===== src/rtl/ins_mem_pkg.sv =====
// Shared definitions for the writable instruction memory.
// The controller and the top level take their state encoding and default
// widths from here, so the decoder and the fetch stage agree on sizes.
package ins_mem_pkg;

  localparam int unsigned INS_IW_DEF    = 9;
  localparam int unsigned INS_AW_DEF    = 4;
  localparam int unsigned INS_DEPTH_DEF = 16;

  localparam logic [INS_IW_DEF-1:0] INS_NOP_DEF = '0;

  typedef enum logic [1:0] {
    ST_IDLE = 2'd0,
    ST_LOAD = 2'd1,
    ST_RUN  = 2'd2
  } ins_mem_state_e;

endpackage


===== src/rtl/ins_mem_prog_ctrl.sv =====
// Load/run controller for the instruction memory.
// Owns the IDLE/LOAD/RUN state machine, the sequential write pointer and
// the completion pulse.
//   clk, rst          clock, async active-high reset
//   prog_start        enter LOAD / restart the write pointer
//   prog_we/last      write strobe and final-word qualifier
//   fetch_req         fetch request from the CPU
//   wr_en_c, wr_addr  memory write strobe (comb) and address
//   fetch_en_c        fetch accepted this cycle (comb)
//   prog_done         one-cycle pulse after the final write
//   busy, ready       registered LOAD / RUN indicators
module ins_mem_prog_ctrl
  import ins_mem_pkg::*;
#(
  parameter int unsigned AW    = INS_AW_DEF,
  parameter int unsigned DEPTH = INS_DEPTH_DEF
) (
  input  logic          clk,
  input  logic          rst,
  input  logic          prog_start,
  input  logic          prog_we,
  input  logic          prog_last,
  input  logic          fetch_req,
  output logic          wr_en_c,
  output logic [AW-1:0] wr_addr,
  output logic          fetch_en_c,
  output logic          prog_done,
  output logic          busy,
  output logic          ready
);

  // One spare bit so the pointer can never alias back onto word 0.
  localparam int unsigned PW = AW + 1;
  localparam logic [PW-1:0] LAST_PTR = PW'(DEPTH - 1);

  ins_mem_state_e state, state_nxt;
  logic [PW-1:0]  wptr, wptr_nxt;
  logic           done_nxt;

  // State, pointer and registered status outputs.
  always_ff @(posedge clk or posedge rst) begin
    if (rst) begin
      state     <= ST_IDLE;
      wptr      <= '0;
      prog_done <= 1'b0;
      busy      <= 1'b0;
      ready     <= 1'b0;
    end else begin
      state     <= state_nxt;
      wptr      <= wptr_nxt;
      prog_done <= done_nxt;
      busy      <= (state_nxt == ST_LOAD);
      ready     <= (state_nxt == ST_RUN);
    end
  end

  // Next-state logic; PROG_START outranks both writes and fetches.
  always_comb begin
    state_nxt  = state;
    wptr_nxt   = wptr;
    done_nxt   = 1'b0;
    wr_en_c    = 1'b0;
    fetch_en_c = 1'b0;
    unique case (state)
      ST_IDLE: begin
        if (prog_start) begin
          state_nxt = ST_LOAD;
          wptr_nxt  = '0;
        end
      end
      ST_LOAD: begin
        if (prog_start) begin
          wptr_nxt = '0;
        end else if (prog_we) begin
          wr_en_c = 1'b1;
          if (prog_last || (wptr == LAST_PTR)) begin
            state_nxt = ST_RUN;
            wptr_nxt  = '0;
            done_nxt  = 1'b1;
          end else begin
            wptr_nxt = wptr + PW'(1);
          end
        end
      end
      ST_RUN: begin
        if (prog_start) begin
          state_nxt = ST_LOAD;
          wptr_nxt  = '0;
        end else begin
          fetch_en_c = fetch_req;
        end
      end
      default: begin
        state_nxt = ST_IDLE;
        wptr_nxt  = '0;
      end
    endcase
  end

  assign wr_addr = AW'(wptr);

endmodule


===== src/rtl/ins_mem_prog.sv =====
// Writable instruction memory: DEPTH words of IW bits held in registers,
// loaded sequentially through the programming port and read by the fetch
// stage with a registered, single-cycle-latency request/valid port.
//   CLK, RST                         clock, async active-high reset
//   PROG_START/WE/LAST, PROG_DATA    programming port
//   PROG_DONE, BUSY, READY           load status
//   FETCH_REQ, PC                    fetch request and address
//   INS, INS_VALID, INS_ERR          registered fetch response
module ins_mem_prog
  import ins_mem_pkg::*;
#(
  parameter int unsigned     IW      = INS_IW_DEF,
  parameter int unsigned     AW      = INS_AW_DEF,
  parameter int unsigned     DEPTH   = INS_DEPTH_DEF,
  parameter logic [IW-1:0]   NOP_INS = IW'(INS_NOP_DEF)
) (
  input  logic          CLK,
  input  logic          RST,
  input  logic          PROG_START,
  input  logic          PROG_WE,
  input  logic          PROG_LAST,
  input  logic [IW-1:0] PROG_DATA,
  output logic          PROG_DONE,
  output logic          BUSY,
  output logic          READY,
  input  logic          FETCH_REQ,
  input  logic [AW-1:0] PC,
  output logic [IW-1:0] INS,
  output logic          INS_VALID,
  output logic          INS_ERR
);

  localparam int unsigned PW = AW + 1;

  if (DEPTH < 1 || DEPTH > (2 ** AW)) begin : g_depth_chk
    $error("ins_mem_prog: DEPTH out of range for AW");
  end

  logic [IW-1:0] mem [DEPTH];
  logic          wr_en_c;
  logic [AW-1:0] wr_addr;
  logic          fetch_en_c;
  logic          in_range_c;

  ins_mem_prog_ctrl #(
    .AW    (AW),
    .DEPTH (DEPTH)
  ) u_ctrl (
    .clk        (CLK),
    .rst        (RST),
    .prog_start (PROG_START),
    .prog_we    (PROG_WE),
    .prog_last  (PROG_LAST),
    .fetch_req  (FETCH_REQ),
    .wr_en_c    (wr_en_c),
    .wr_addr    (wr_addr),
    .fetch_en_c (fetch_en_c),
    .prog_done  (PROG_DONE),
    .busy       (BUSY),
    .ready      (READY)
  );

  // Compare one bit wider so DEPTH == 2**AW is representable.
  assign in_range_c = ({1'b0, PC} < PW'(DEPTH));

  // Storage array; load and fetch never overlap because they are state-exclusive.
  always_ff @(posedge CLK or posedge RST) begin
    if (RST) begin
      mem <= '{default: NOP_INS};
    end else if (wr_en_c) begin
      mem[wr_addr] <= PROG_DATA;
    end
  end

  // Registered fetch response; INS holds when no request is accepted.
  always_ff @(posedge CLK or posedge RST) begin
    if (RST) begin
      INS       <= NOP_INS;
      INS_VALID <= 1'b0;
      INS_ERR   <= 1'b0;
    end else begin
      INS_VALID <= fetch_en_c;
      INS_ERR   <= fetch_en_c && !in_range_c;
      if (fetch_en_c) begin
        INS <= in_range_c ? mem[PC] : NOP_INS;
      end
    end
  end

endmodule


===== config.mk =====
export PLATFORM = sky130hd
export DESIGN_NAME = ins_mem_prog
export DESIGN_NICKNAME = d
export VERILOG_FILES = /design/src/rtl/ins_mem_pkg.sv /design/src/rtl/ins_mem_prog_ctrl.sv /design/src/rtl/ins_mem_prog.sv
export SDC_FILE = /design/constraint.sdc
export NUM_CORES = 1
export LEC_CHECK = 0
export BUFFER_PORTS_ARGS = -buffer_cell sky130_fd_sc_hd__buf_2
export CELL_PAD_IN_SITES_DETAIL_PLACEMENT = 0
export CELL_PAD_IN_SITES_GLOBAL_PLACEMENT = 1
export CORE_ASPECT_RATIO = 2
export CORE_MARGIN = 2
export CORE_UTILIZATION = 35
export DETAILED_ROUTE_END_ITERATION = 12
export PLACE_DENSITY = 0.61
export SYNTH_ARGS = -nofsm -noshare
export SYNTH_HDL_FRONTEND = slang
export SYNTH_HIERARCHICAL = 1
export SYNTH_SLANG_ARGS = --single-unit

===== constraint.sdc =====
create_clock -name CLK -period 8.42 [get_ports CLK]
set_input_delay 0.842 -clock CLK [delete_from_list [all_inputs] [get_ports CLK]]
set_output_delay 0.842 -clock CLK [all_outputs]
set_load 0.02 [all_outputs]

==> results_dict.tcl, run 1 <==
set metrics [dict create \
    synthDominantCellAreaShare 0.5457 \
    cts_tree "done" \
    synth_area_per_cell_sq_um 15.73 \
    postCtsSetupBuffers 0 \
    htreeDepth 4 \
    root_buffer "clkbuf_16" \
    final.setup.tns_ns 0 \
    syn-num-nets 499 \
    wl_per_cell_um 23.31 \
    ys_seq_area_frac 0.5457 \
    dpl.hpwl_um 11690 \
    irDropWorstVdd_mv 0.1139 \
    grt-ovfl-total 0 \
    fp.dieH_um 211.3 \
    synth_edf_count 0 \
    boundaryPins 33 \
    slew_violations 0 \
    tightest_slew_ns 1.024 \
    endpoint_kind "register" \
    fin_crit_ns 2.559 \
    clk_pin_slew_ns 0.06 \
    cpMaxStageDelayCell "nor2b_1" \
    synth_top_cell_by_area "dfrtp_1" \
    wirelength_um 18140 \
    vias 4206 \
    die_w_um 107.7 \
    drt_iter0_drc 185 \
    fp.dieArea_sq_um 22750 \
    path_cells "buf_2 -> and4bb_4 -> nor3b_2 -> nor2b_1 -> mux2_1" \
    clock_latency_ns 0.43 \
    critPathMaxStageDelay_ns 0.75 \
    clock-sinks 164 \
    ant_nets 0 \
    synth_area_leaders "dfrtp_1, mux2_2, mux4_2, mux2_1, mux2_4" \
    finClkSkew_ns 0.005333 \
    drive_above_1_share 0.4519 \
    ctsHoldBuffers 0 \
    critical_path_required_ns 8.73 \
    hold_viol_final 0 \
    worst-path-max-fanout 10 \
    hold_class "input port to asynchronous set/reset pin" \
    p_per_area_nw_per_um2 223.5 \
    power.leakage_uw 0.004039 \
    fmax_ghz 0.3908 \
    first_pass_iters 4 \
    regArea_sq_um 4104 \
    grt_pass1_vias 4723 \
    diodes 0 \
    grt_usage 0.1725 \
    grt_pass1_wl_um 28020 \
    maxSlewHeadroom 0.3175 \
    cts_buffer_depth 2 \
    crit_type "input port to register" \
    async_flop_share 1.000 \
    synthesis.area_sq_um 7521 \
    setup_ws_ns 5.861 \
    core.rowCount 75 \
    critical_path_buf_inv_count 1 \
    yosysMostFrequentCell "dfrtp_1" \
    critPathTopFamily "simple AND/OR/NAND/NOR gates" \
    cts_inserted_buffers 17 \
    maxCapViolCount 0 \
    worstPathArrival_ns 2.87 \
    setup_viol 0 \
    coreArea_sq_um 21020 \
    grt_max_degree 84 \
    io_buffers 31 \
    yosys_warnings 6 \
    yosysUniqueCellTypes 42 \
    route.detailed.drc 0 \
    synth_flop_cell "dfrtp_1" \
    antenna_found_initial 0 \
    pre_cts_slack_ns 5.405 \
    drt-vias-per-instance 5.406 \
    cp-start-kind "input port" \
    ys_top_cells_by_count "dfrtp_1, mux2_2, mux2_1, mux4_2, mux2_4" \
    syn_inst 478 \
    period_share 0.3039 \
    synth_seq_cells 164 \
    gp_congestion 0.7789 \
    rsz0062_at_grt "false" \
    initial_core_util 0.3578 \
    synthToLayoutAreaGrowth_pct 12.66 \
    nFillCells 1983 \
    outcome "completed" \
    cts_resized 0 \
    multi_input_area_sq_um 3188 \
    fin_nets 517 \
]
cell type report:
| class | instances | area share |
|---|---|---|
| Inverter | 4 | 0.002363 |
| Timing Repair Buffer | 34 | 0.02097 |
| Tap cell | 269 | 0.03972 |
| Clock inverter | 8 | 0.01713 |
| Clock buffer | 24 | 0.05921 |
| Multi-Input combinational cell | 275 | 0.3763 |
| Sequential cell | 164 | 0.4843 |
final timing paths:
kind,cells after the start,slack [ns],end,start
worst min-delay path,2,0.43,u_ctrl/prog_done,RST
max in group asynchronous,3,6.42,mem[32],RST
min in group CLK,1,0.49,mem[100],mem[100]
worst min register to register,1,0.49,mem[100],mem[100]
worst max-delay path,5,5.86,mem[89],PROG_START
worst max register to register,4,5.98,mem[89],u_ctrl/state[1]
sequential cells by signal (all words and copies together), names as in the netlist:
| register | flops |
|---|---|
| mem | 144 |
| INS | 9 |
| u_ctrl/wptr | 5 |
| u_ctrl/state | 2 |
| INS_VALID | 1 |
| u_ctrl/busy | 1 |
| u_ctrl/prog_done | 1 |
| u_ctrl/ready | 1 |
logic make-up (layout without fill, tap and decap cells):
logic type      after synthesis  in the layout  share of synthesized area
simple gates                 53             53                    0.04608
other cells                   1              1                  0.0004986
fa+ha+maj                     2              2                   0.003327
compound gates               30             30                    0.02895
mux                         189            189                     0.3444
buf+inv                      39             70                    0.03111
flops                       164            164                     0.5457
layer usage:
metal  global-route usage  up-vias  wire [um]
li1                     -     1815          -
met2               0.3030      109       9879
met1               0.1851     2239       6660
met4               0.1021        0       1028
met5                    0        -          0
met3              0.04002       43        569
layout by cell type (no fill, tap or decap), drive strengths merged, types with 2 or more instances in the layout:
master / synthesis / final
a21oi: 5 / 5
a221oi: 9 / 9
buf: 25 / 34
bufinv: 0 / 4
clkbuf: 10 / 24
clkinv: 0 / 2
clkinvlp: 0 / 2
dfrtp: 164 / 164
ha: 2 / 2
inv: 4 / 4
mux2: 144 / 144
mux2i: 9 / 9
mux4: 36 / 36
nand2: 3 / 3
nand2b: 4 / 4
nand3: 2 / 2
nand3b: 7 / 7
nand4: 2 / 2
nor2: 20 / 20
nor2b: 2 / 2
nor3b: 3 / 3
o21ai: 3 / 3
o22ai: 9 / 9
or2: 2 / 2
or3: 3 / 3
power breakdown:
group | switching [uW] | internal, uW | total (uW) | leakage [uW]
Clock | 310 | 535 | 845 | 0.000312
Sequential | 29.8 | 836 | 866 | 0.00224
Combinational | 100 | 83.0 | 183 | 0.00149
metrics by stage:
stage,area (sq um),utilization,std cells,power [uW],hold slack [ns]
finish,8473,0.4031,778,1894,0.4297
global route,8473,0.4031,778,1968,0.4624
CTS,8473,0.4031,778,1916,0.4261
detailed placement,7826,0.3723,746,1068,0.4768
global placement,7826,0.3723,746,1062,0.4665
floorplan,7521,-,478,1005,0.4526
Power figures use the tool's default switching activity.
==> run 2, diff against run 1 <==
--- a/config.mk
+++ b/config.mk
@@ -5,6 +5,7 @@
 export SDC_FILE = /design/constraint.sdc
 export NUM_CORES = 1
 export LEC_CHECK = 0
+export ABC_AREA = 1
 export BUFFER_PORTS_ARGS = -buffer_cell sky130_fd_sc_hd__buf_2
 export CELL_PAD_IN_SITES_DETAIL_PLACEMENT = 0
 export CELL_PAD_IN_SITES_GLOBAL_PLACEMENT = 1
@@ -12,7 +13,7 @@
 export CORE_MARGIN = 2
 export CORE_UTILIZATION = 35
 export DETAILED_ROUTE_END_ITERATION = 12
-export PLACE_DENSITY = 0.61
+export PLACE_DENSITY = 0.69
 export SYNTH_ARGS = -nofsm -noshare
 export SYNTH_HDL_FRONTEND = slang
 export SYNTH_HIERARCHICAL = 1
==> constraint.sdc (replaced) <==
create_clock -name CLK -period 2.21 [get_ports CLK]
set_input_delay 0.221 -clock CLK [delete_from_list [all_inputs] [get_ports CLK]]
set_output_delay 0.221 -clock CLK [all_outputs]
set_load 0.02 [all_outputs]
==> results_dict.tcl, run 2 <==
set metrics [dict create \
    outcome "completed" \
    crit_start "u_ctrl/state[1]" \
    cts_inserted_buffers 17 \
    slew_violations 0 \
    core.rowCount 76 \
    power.leakage_uw 0.004007 \
    io_buffers 31 \
    yosys_warnings 6 \
    irDropWorstVdd_mv 0.4297 \
    clk_pin_slew_ns 0.06 \
    ys_seq_area_frac 0.5413 \
    gp_congestion 0.7994 \
    antenna_found_initial 0 \
    dpl.hpwl_um 13640 \
    wl_per_cell_um 17.07 \
    grt_max_degree 121 \
    diodes 0 \
    async_flop_share 1.000 \
    finClkSkew_ns 0.008822 \
    critical_path_required_ns 2.56 \
    worstPathArrival_ns 2.29 \
    htreeDepth 4 \
    fp.dieArea_sq_um 22920 \
    cp-start-kind "register" \
    rsz0062_at_grt "false" \
    synthDominantCellAreaShare 0.5413 \
    route.top_layer_used "met4" \
    synthToLayoutAreaGrowth_pct 12.41 \
    crit_end "mem[37]" \
    drt-vias-per-instance 4.969 \
    die_w_um 108.1 \
    reg2reg_depth 8 \
    boundaryPins 33 \
    initial_core_util 0.3543 \
    period_share 0.8789 \
    coreArea_sq_um 21400 \
    synth_area_per_cell_sq_um 8.099 \
    maxCapViolCount 0 \
    place_inst 1201 \
    synth_edf_count 0 \
    met2_length_um 11440 \
    cts_tree "done" \
    synth_flop_cell "dfrtp_1" \
    hold_viol_final 0 \
    route.detailed.drc 0 \
    synth_seq_cells 164 \
    crit_type "register to register" \
    top_regs "mem (144), INS (9), u_ctrl/wptr (5)" \
    final_cell_area_sq_um 8522 \
    ant_nets 0 \
    grt-ovfl-total 0 \
    synth_area_leaders "dfrtp_1, nand2_1, nand3_1, o21ai_0, a21oi_1" \
    synthesis.area_sq_um 7581 \
    p_per_area_nw_per_um2 780.8 \
    fin_crit_ns 1.942 \
    r2r_end "mem[37]" \
    ys_top_cells_by_count "nand2_1, dfrtp_1, nand3_1" \
    final.setup.tns_ns 0 \
    tightest_slew_ns 0.7244 \
    syn-num-nets 957 \
    r2r_slack_ns 0.27 \
    m1WireLength_um 8610 \
    synth_top_cell_by_area "dfrtp_1" \
    fp.dieH_um 212.1 \
    drt_iter0_drc 362 \
    instances_no_fill 1232 \
    nFillCells 2244 \
    clock_latency_ns 0.43 \
    root_buffer "clkbuf_16" \
    yosysUniqueCellTypes 31 \
    worst-path-max-fanout 18 \
    regMostFlops "mem" \
    post_dp_cell_area_sq_um 7986 \
    rr_startpoint "u_ctrl/state[1]" \
    hold_class "input port to register" \
    vias 6122 \
    cts_buffer_depth 2 \
    first_pass_iters 6 \
    yosysMostFrequentCell "nand2_1" \
    setup_viol 0 \
    drive_above_1_share 0.1147 \
    syn_inst 936 \
    fin_nets 969 \
    endpoint_kind "register" \
    hold_ws_ns 0.07201 \
    maxSlewHeadroom 0.5171 \
    clock-sinks 164 \
    grt_pass1_wl_um 34440 \
    layout_common_cells "nand2_1, dfrtp_1, nand3_1" \
    fmax_ghz 0.5149 \
    route.met3.wl_um 582 \
    grt_usage 0.1998 \
    wirelength_um 21030 \
    layout_commonest_cell "nand2_1" \
    postCtsSetupBuffers 0 \
    largest_reg_flops 144 \
    grt_pass1_vias 6269 \
]
-- run 2: stage by stage --
step	setup slack (ns)	power (uW)	utilization
5_1_grt	0.05356	6973	0.3983
6_report	0.2677	6654	0.3983
2_1_floorplan	0.04408	3823	-
3_3_place_gp	0.2937	4058	0.3733
3_5_place_dp	0.2090	4072	0.3733
4_1_cts	0.1943	6757	0.3980
-- run 2: logic make-up (layout without fill, tap and decap cells) --
group	after synthesis	count (layout)	share of synthesized area
buf+inv	90	113	0.05430
flops	164	164	0.5413
other cells	1	1	0.0004947
compound gates	150	150	0.1002
simple gates	529	529	0.3004
fa+ha+maj	2	2	0.003300
-- run 2: worst max-delay path, cell delays in order, from the launching register on --
cell     delay (ns)
dfrtp_1        0.40
nor2_2         0.17
inv_2          0.09
nor2_1         0.20
buf_4          0.23
nand3_4        0.14
nor2_4         0.40
nor2_1         0.10
a21oi_1        0.13
-- run 2: how the worst min path moves through the flow --
stage / startpoint / end / slack, ns / cells after the start
after global placement: RST / INS_VALID / 0.13 / 2
after CTS: PROG_WE / u_ctrl/state[0] / 0.04 / 2
final: PROG_WE / u_ctrl/state[0] / 0.07 / 2
after floorplan: RST / u_ctrl/busy / 0.06 / 1
after global routing: PROG_WE / u_ctrl/state[0] / 0.07 / 2
after detailed placement: RST / INS_VALID / 0.14 / 2
-- run 2: power by group --
| part | switching, uW | internal [uW] | total, uW |
|---|---|---|---|
| combinational | 496 | 223 | 719 |
| clock | 1180 | 1470 | 2650 |
| sequential | 95.5 | 3190 | 3290 |
| total | 1770 | 4880 | 6650 |
-- run 2: final cells by class --
class | count | area [sq um] | share of cell area
clock buffer | 20 | 456.7 | 0.05359
clock inverter | 10 | 61.31 | 0.007194
inverter | 31 | 120.1 | 0.01409
timing repair buffer | 52 | 365.4 | 0.04287
multi-input combinational | 682 | 3073 | 0.3606
sequential | 164 | 4104 | 0.4816
tap | 273 | 341.6 | 0.04008
-- run 2: repair_timing --
action | CTS | global route
hold buffers | 1 | 0
endpoints found under the setup margin | 0 | 1
gates resized for setup | 0 | 1
hold endpoints to repair | 44 | 0
-- run 2: layer usage --
metal,GRT usage,up-vias
met2,0.3594,98
met5,0,-
li1,-,3057
met1,0.2320,2947
met3,0.04077,20
met4,0.06985,0
